===== config.mk =====
export PLATFORM = sky130hd
export DESIGN_NAME = obstacle_scheduler
export DESIGN_NICKNAME = d
export VERILOG_FILES = /design/src/rtl/obstacle_scheduler.sv
export SDC_FILE = /design/constraint.sdc
export NUM_CORES = 1
export LEC_CHECK = 0
export BUFFER_PORTS_ARGS = -buffer_cell sky130_fd_sc_hd__buf_2
export CAP_MARGIN = 25
export CORE_UTILIZATION = 50
export CTS_CLUSTER_DIAMETER = 40
export DETAILED_ROUTE_END_ITERATION = 10
export PLACE_DENSITY = 0.75
export SYNTH_ARGS = -nofsm -noshare
export SYNTH_HDL_FRONTEND = slang
export SYNTH_SLANG_ARGS = --single-unit

===== constraint.sdc =====
create_clock -name clk -period 5.05 [get_ports clk]
set_input_delay 1.515 -clock clk [delete_from_list [all_inputs] [get_ports clk]]
set_output_delay 1.515 -clock clk [all_outputs]
set_load 0.02 [all_outputs]

===== src/rtl/obstacle_scheduler.sv =====
// Runner-game obstacle pool, per-frame walk and game FSM (IDLE/RUN/PAUSED/OVER).
// Define OBSTACLE_RANDOM_LANE_EN for LFSR lane choice; default is round-robin lanes.
module obstacle_scheduler #(
    parameter int NSLOTS         = 4,
    parameter int SPAWN_INTERVAL = 40,
    parameter int SPAWN_X        = 616,
    parameter int LANE_BASE      = 75,
    parameter int LANE_STEP      = 100,
    parameter int BASE_SPEED     = 5,
    parameter int MAX_SPEED      = 12,
    parameter int LEVEL_STEP     = 8
) (
    input  logic                 clk,
    input  logic                 rst,
    input  logic                 frame_tick,
    input  logic                 start,
    input  logic                 pause,
    input  logic                 collision,
    output logic [NSLOTS*10-1:0] obj_x,
    output logic [NSLOTS*9-1:0]  obj_y,
    output logic [NSLOTS-1:0]    obj_active,
    output logic [1:0]           state,
    output logic [3:0]           level,
    output logic [15:0]          score,
    output logic                 busy,
    output logic                 overrun,
    output logic [7:0]           drop_cnt
);

    localparam int SW = $clog2(NSLOTS + 1);

    typedef enum logic [1:0] {
        IDLE   = 2'd0,
        RUN    = 2'd1,
        PAUSED = 2'd2,
        OVER   = 2'd3
    } state_t;

    state_t            st, st_n;
    logic [9:0]        xs [NSLOTS];
    logic [8:0]        ys [NSLOTS];
    logic [NSLOTS-1:0] act, free_sel;
    logic [SW-1:0]     step;
    logic              busy_q, ovr_q;
    logic [3:0]        level_q;
    logic [15:0]       score_q, score_inc, spawn_cnt;
    logic [7:0]        drop_q;
    logic [5:0]        spd_raw, speed;
    logic [1:0]        lane_k;
    logic              restart, walk_go, spawn_due, free_any;

`ifdef OBSTACLE_RANDOM_LANE_EN
    logic [7:0] lfsr;
    assign lane_k = lfsr[1:0];
`else
    logic [1:0] lane_ptr;
    assign lane_k = lane_ptr;
`endif

    assign spd_raw   = 6'(BASE_SPEED) + {2'b00, level_q};
    assign speed     = (spd_raw > 6'(MAX_SPEED)) ? 6'(MAX_SPEED) : spd_raw;
    assign score_inc = score_q + 16'd1;
    assign restart   = start && (st == IDLE || st == OVER);
    assign walk_go   = (st == RUN) && !busy_q && !collision && !pause && frame_tick;
    assign spawn_due = (spawn_cnt == 16'(SPAWN_INTERVAL - 1));

    // Lowest-index free slot; sees slots freed earlier in the same walk.
    always_comb begin
        free_sel = '0;
        free_any = 1'b0;
        for (int i = 0; i < NSLOTS; i++) begin
            if (!act[i] && !free_any) begin
                free_sel[i] = 1'b1;
                free_any    = 1'b1;
            end
        end
    end

    always_ff @(posedge clk) begin
        if (rst) st <= IDLE;
        else     st <= st_n;
    end

    always_comb begin
        st_n = st;
        unique case (st)
            IDLE:   if (start) st_n = RUN;
            RUN: begin
                if (!busy_q) begin
                    if (collision)  st_n = OVER;
                    else if (pause) st_n = PAUSED;
                end
            end
            PAUSED: if (!pause) st_n = RUN;
            OVER:   if (start) st_n = RUN;
        endcase
    end

    always_ff @(posedge clk) begin
        if (rst) begin
            for (int i = 0; i < NSLOTS; i++) begin
                xs[i] <= '0;
                ys[i] <= '0;
            end
            act       <= '0;
            step      <= '0;
            busy_q    <= 1'b0;
            ovr_q     <= 1'b0;
            level_q   <= '0;
            score_q   <= '0;
            spawn_cnt <= '0;
            drop_q    <= '0;
`ifdef OBSTACLE_RANDOM_LANE_EN
            lfsr      <= 8'hA5;
`else
            lane_ptr  <= '0;
`endif
        end else begin
            if (restart) begin
                for (int i = 0; i < NSLOTS; i++) begin
                    xs[i] <= '0;
                    ys[i] <= '0;
                end
                act       <= '0;
                score_q   <= '0;
                level_q   <= '0;
                spawn_cnt <= '0;
                drop_q    <= '0;
                ovr_q     <= 1'b0;
            end
            if (busy_q && frame_tick) ovr_q <= 1'b1;
            if (walk_go) begin
                busy_q <= 1'b1;
                step   <= '0;
            end else if (busy_q) begin
                step <= step + SW'(1);
                if (step == SW'(NSLOTS)) begin
                    busy_q <= 1'b0;
                    if (spawn_due) begin
                        spawn_cnt <= '0;
`ifdef OBSTACLE_RANDOM_LANE_EN
                        lfsr <= {lfsr[6:0], lfsr[7] ^ lfsr[5] ^ lfsr[4] ^ lfsr[3]};
`endif
                        if (free_any) begin
                            for (int i = 0; i < NSLOTS; i++) begin
                                if (free_sel[i]) begin
                                    xs[i]  <= 10'(SPAWN_X);
                                    ys[i]  <= 9'(LANE_BASE + int'(lane_k) * LANE_STEP);
                                    act[i] <= 1'b1;
                                end
                            end
`ifndef OBSTACLE_RANDOM_LANE_EN
                            lane_ptr <= lane_ptr + 2'd1;
`endif
                        end else if (drop_q != 8'hFF) begin
                            drop_q <= drop_q + 8'd1;
                        end
                    end else begin
                        spawn_cnt <= spawn_cnt + 16'd1;
                    end
                end else begin
                    for (int i = 0; i < NSLOTS; i++) begin
                        if (step == SW'(i) && act[i]) begin
                            if (xs[i] < 10'(speed)) begin
                                act[i] <= 1'b0;
                                if (score_q != 16'hFFFF) begin
                                    score_q <= score_inc;
                                    if (score_inc % 16'(LEVEL_STEP) == 16'd0 &&
                                        level_q != 4'hF)
                                        level_q <= level_q + 4'd1;
                                end
                            end else begin
                                xs[i] <= xs[i] - 10'(speed);
                            end
                        end
                    end
                end
            end
        end
    end

    always_comb begin
        obj_x = '0;
        obj_y = '0;
        for (int i = 0; i < NSLOTS; i++) begin
            obj_x[10*i +: 10] = xs[i];
            obj_y[9*i +: 9]   = ys[i];
        end
    end

    assign obj_active = act;
    assign state      = st;
    assign level      = level_q;
    assign score      = score_q;
    assign busy       = busy_q;
    assign overrun    = ovr_q;
    assign drop_cnt   = drop_q;

endmodule


==> qor.yml, run 1 <==
leakage_nw: 3.39
p_sw_share_pct: 28.0
setup_violations: 0
slew_headroom_pct: 36.1
grt_pass1_vias: 5627
antenna_found_initial: 0
grt_start_max_net_pins: 42
num_antenna_cells: 0
ys_warn_count: 0
cp.required_ns: 5.12
synth_area_leaders: "edfxtp_1 (25%), dfxtp_1 (19%), ha_1 (6.3%), nor2_1 (5.7%), a21oi_1 (4.1%)"
drt-total-wl_um: 18000
clk_latency_ns: 0.42
critPathMaxFanout: 11
cts_tree: "yes"
final.setup.worst_slack_ns: 0.816
portBuffers: 117
die_x_um: 121
netlist_top_cells_count: "nor2_1 (109), nand2_1 (70), dfxtp_1 (66), a21oi_1 (59), edfxtp_1 (59)"
synthCells: 794
skew_ns: 0.00799
postRouteAntennaNets: 0
fill_cells: 1196
synth_most_common_cell: "nor2_1"
synth_top_area_share_pct: 24.9
die-area_sq_um: 14700
timing.fmax_mhz: 236
grt_usage_pct: 25.2
grt_overflow: 0
clock_path_buffers: 2
postSynth.asyncResetShare_pct: 0
power_density_nw_per_um2: 350
arrival_ns: 4.30
synth_flop_cell: "dfxtp_1"
clkPwrFrac_pct: 43.6
power_frac_seq_pct: 40.5
cts_resized: 0
first_pass_iters: 5
drtIter0Drc: 448
ys_seq_area_share_pct: 43.4
synth_cell_types: 67
internal_power_mw: 2.12
clock_tree.root_cell: "clkbuf_16"
p_switching_mw: 0.827
rsz0062_at_grt: "false"
finalMaxSlewViolations: 0
synth-edff-count: 59
end_kind: "flop"
num_vias: 6304
yosysTopAreaCell: "edfxtp_1"
start_util_pct: 51.4
drc: 0
syn-cell-area_sq_um: 7130
num_rows: 43
ctsHtreeMaxLevel: 4
place_hpwl_um: 13100
ys_ff_latch: 125
core-area_sq_um: 13900
avgViaCountPerCell: 5.78
path_class: "flop to flop"
hold_viol: 0
die_h_um: 121
pwr-share-comb_pct: 16.0
path_clk_slew_ns: 0.06
cts.sinks: 125
status: "finished, final reports clean"
r2r_slack_ns: 0.82
hold_buffers: 0
wl_per_cell_um: 16.5
ir_drop_mv: 0.199
cap_viol_max_count: 0
cp-start-kind: "flop"
post_cts_buffers: 0
layout.nets: 943
finalCritPeriodShare_pct: 83.8
syn2layout_area_growth_pct: 18.1
tns_ns: 0
syn_area_per_cell_sq_um: 8.98
dp_slack_ns: 0.844
worst_hold_path_type: "flop to flop"
period_minus_slack_ns: 4.23
gp_congestion: 0.883
numCtsBuffers: 17
io_pins: 118
worstMarginPinSlew_ns: 0.951
grt_pass1_wl_um: 28600
drive_above_1_share_pct: 19.7
==> metrics by stage <==
stage               util (%)  std cells  power [mW]  area [sq um]  hold WS, ns
detailed placement      56.2       1058        1.68          7800        0.455
CTS                     60.7       1090        2.96          8420        0.462
global route            60.7       1090        3.06          8420        0.494
global placement        56.1       1056        1.67          7790        0.448
finish                  60.7       1090        2.95          8420        0.456
floorplan                  -        797        1.54          7140        0.449
==> cells by family after synthesis <==
kind of cell             after synthesis  synth area share [%]
adder cells (fa/ha/maj)               40                  7.44
AO/OA/AOI/OAI                        171                  14.8
AND/OR/NAND/NOR                      354                  25.8
multiplexers                           3                 0.439
flip-flops                           125                  43.4
other                                  1                0.0526
XOR/XNOR                              33                  4.05
buffers and inverters                 67                  4.05
==> placed cells by master (no fill, tap or decap), types with 7 or more instances in the layout <==
cell and instances:
nand3_1 29, a311oi_1 7, a21oi_1 59, buf_2 119, xor2_1 12, a31oi_1 15, nor3_1 29, dfxtp_1 66
nand2b_1 20, nand4_1 8, clkbuf_16 17, and2_1 12, o21a_1 7, or3_1 13, ha_1 36, nand2_1 70
edfxtp_1 59, inv_1 23, and3_1 15, o21ai_0 43, nor2_1 109, nor4_1 9, xnor2_1 21
==> registers in the layout, summed over array words and instances (netlist names) <==
| signal | cells |
|---|---|
| xs | 40 |
| ys | 28 |
| score | 16 |
| spawn_cnt | 16 |
| drop_cnt | 8 |
| level | 4 |
| obj_active | 4 |
| step | 3 |
| lane_k | 2 |
| state | 2 |
| busy | 1 |
| overrun | 1 |
==> worst max-delay path, cell delays in order, from the launching register on <==
cell and delay [ns]:
dfxtp_1 0.38, ha_1 0.31, nor4_1 0.29, a21oi_1 0.07, o2111ai_1 0.45, inv_1 0.29
fa_1 0.48, nand2b_1 0.16, a21oi_1 0.35, nor3_1 0.17, a2111o_1 0.54, nand2b_1 0.39
==> final timing paths <==
check,start,endpoint,depth (start not counted)
hold / removal,ys[3][0],ys[3][0],2
setup reg to reg,level[0],xs[1][8],11
hold reg to reg,ys[3][0],ys[3][0],2
setup / recovery,level[0],xs[1][8],11
==> final cells by class <==
| cell class | instances | area [sq um] | area share [%] |
|---|---|---|---|
| clock buffers | 18 | 429 | 5.10 |
| flip-flops and latches | 125 | 3090 | 36.7 |
| well taps | 180 | 225 | 2.67 |
| clock inverters | 14 | 194 | 2.30 |
| inverters | 24 | 90.1 | 1.07 |
| repair buffers | 124 | 633 | 7.52 |
| multi-input cells | 605 | 3760 | 44.6 |
==> power by group through the flow <==
stage          Clock [mW]  Sequential (mW)  Combinational (mW)
2_1_floorplan           0             1.27               0.271
3_3_place_gp            0             1.21               0.458
3_5_place_dp            0             1.21               0.464
4_1_cts              1.30             1.19               0.468
5_1_grt              1.34             1.20               0.518
6_report             1.28             1.19               0.471
==> per-layer routing <==
layer	global-route usage (%)	up-vias	routed length, um
met1	33.6	2978	7960
met3	4.89	24	1090
met4	8.18	0	232
met2	41.0	223	8730
li1	-	3079	-
met5	0	-	0
(Power assumes the default switching activity.)
==> run 2: changes to the inputs <==
==> constraint.sdc (replaced) <==
create_clock -name clk -period 3.9 [get_ports clk]
set_input_delay 1.17 -clock clk [delete_from_list [all_inputs] [get_ports clk]]
set_output_delay 1.17 -clock clk [all_outputs]
set_load 0.02 [all_outputs]
==> run 2 against run 1 <==
Effect of this change:
- critical path depth up 2
- cell area up 0.89%
- via count up 1.5%
- total power up 28%
- register-to-register slack worse by 0.60 ns
- worst hold slack better by 0.0045 ns
- fmax up 15%
- global-route usage up 0.66 points
- setup slack worse by 0.60 ns
- clock skew down 0.0032 ns
- die area unchanged
- non-clock buffer count up 12
- critical path type unchanged
==> qor.yml, run 2 (synthesis gave the netlist of run 1 again) <==
worstMarginPinSlew_ns: 0.756  # -0.195 ns
place_area_sq_um: 7870  # +0.93%
finalCritPeriodShare_pct: 94.5  # +11 points
drive_above_1_share_pct: 21.1  # +1.5 points
place_hpwl_um: 13400  # +1.6%
antenna_found_initial: 0  # unchanged
wl_per_cell_um: 16.6  # +0.55%
grt_pass1_vias: 5785  # +2.8%
final_cell_area_sq_um: 8500  # +0.89%
r2r-end: "score[5]"
ctsHtreeMaxLevel: 4  # unchanged
die-area_sq_um: 14700  # unchanged
cp.required_ns: 4.21  # -0.91 ns
utilization_pct: 61.2  # +0.54 points
arrival_ns: 4.00  # -0.30 ns
power_density_nw_per_um2: 444  # +27%
tns_ns: 0  # unchanged
finalMaxSlewViolations: 0  # unchanged
drtIter0Drc: 468  # +4.5%
final.setup.worst_slack_ns: 0.214  # -0.603 ns
critPathLaunch: "level[1]"
largest_reg_flops: 40  # unchanged
crit_path_end: "score[5]"
largestRegisters: "xs x40, ys x28"
clk_latency_ns: 0.43  # about the same
drc: 0  # unchanged
hold_viol: 0  # unchanged
worst_hold_slack_ns: 0.461  # +0.00454 ns
dp.cells: 1067  # +0.85%
gp_congestion: 0.860  # -2.5%
clock_path_buffers: 2  # unchanged
rsz0062_at_grt: "false"
grt_start_max_net_pins: 38  # -9.5%
dp_slack_ns: 0.204  # -0.640 ns
layout_commonest_cell: "buf_2"
num_vias: 6401  # +1.5%
r2r_cells: 13  # +2
slew_headroom_pct: 49.4  # +13 points
io_pins: 118  # unchanged
status: "finished, final reports clean"
critPathMaxFanout: 7  # -4
reg2reg_from: "level[1]"
path_clk_slew_ns: 0.06  # about the same
clock_tree.root_cell: "clkbuf_16"
skew_ns: 0.00477  # -0.00322 ns
end_kind: "flop"
grt_usage_pct: 25.9  # +0.66 points
cts_tree: "yes"
leakage_nw: 3.42  # +0.90%
numCtsBuffers: 17  # unchanged
syn2layout_area_growth_pct: 19.2
timing.fmax_mhz: 271  # +15%
period_minus_slack_ns: 3.69  # -0.547 ns
hold_buffers: 0  # unchanged
ir_drop_mv: 0.274  # +38%
grt_pass1_wl_um: 29200  # +1.8%
cap_viol_max_count: 0  # unchanged
top_register: "xs"
r2r_slack_ns: 0.21  # -0.60 ns
setup_violations: 0  # unchanged
path_class: "flop to flop"
drt-total-wl_um: 18300  # +1.7%
worst_hold_path_type: "flop to flop"
final_cell_mix: "buf_2 (119), nor2_1 (109), nand2_1 (70), dfxtp_1 (66), edfxtp_1 (59)"
num_rows: 43  # unchanged
cts_resized: 0  # unchanged
stdcell_count: 1103  # +1.2%
start_util_pct: 51.4  # unchanged
post_cts_buffers: 0  # unchanged
grt_overflow: 0  # unchanged
first_pass_iters: 4  # -1
layout.nets: 955  # +1.3%
postRouteAntennaNets: 0  # unchanged
portBuffers: 117  # unchanged
cts.sinks: 125  # unchanged
total_power_mw: 3.77  # +28%
core-area_sq_um: 13900  # unchanged
avgViaCountPerCell: 5.80  # +0.34%
cp-start-kind: "flop"
die_h_um: 121  # unchanged
fill_cells: 1187  # -0.75%
die_x_um: 121  # unchanged
-- run 2: worst min-delay path by stage --
stage,end,from,cells after the start
6_report,ys[0][0],ys[0][0],2
5_1_grt,ys[2][6],ys[2][6],2
4_1_cts,ys[0][0],ys[0][0],2
3_5_place_dp,ys[0][0],ys[0][0],2
3_3_place_gp,ys[3][0],ys[3][0],2
2_1_floorplan,spawn_cnt[15],spawn_cnt[15],1
-- run 2: report_power, final --
| group | internal [mW] | switching (mW) |
|---|---|---|
| Clock | 0.999 | 0.602 |
| Sequential | 1.46 | 0.0772 |
| Combinational | 0.222 | 0.406 |
-- run 2: final cells by class --
type	instances	area, sq um	area share, %
tap	180	225	2.65
sequential	125	3090	36.4
multi-input combinational	605	3770	44.3
clock inverter	15	171	2.02
clock buffer	17	425	5.01
timing repair buffer	136	723	8.51
antenna	1	2.50	0.0294
inverter	24	90.1	1.06
-- run 2: worst max-delay path: stages (launching register included) --
cell	delay, ns
dfxtp_1	0.37
ha_1	0.29
nor4_1	0.30
a21oi_1	0.06
o2111ai_1	0.23
inv_1	0.21
fa_1	0.47
nand2b_1	0.17
a21oi_2	0.25
nor4_4	0.12
or4_4	0.59
nand2b_1	0.11
o21ai_0	0.08
a221o_1	0.31
-- run 2: routing by layer --
metal | vias up | GRT usage [%] | wire length (um)
met3 | 34 | 5.31 | 1100
met5 | - | 0 | 0
met4 | 0 | 10.9 | 403
li1 | 3111 | - | -
met2 | 238 | 42.4 | 8800
met1 | 3018 | 32.9 | 8030
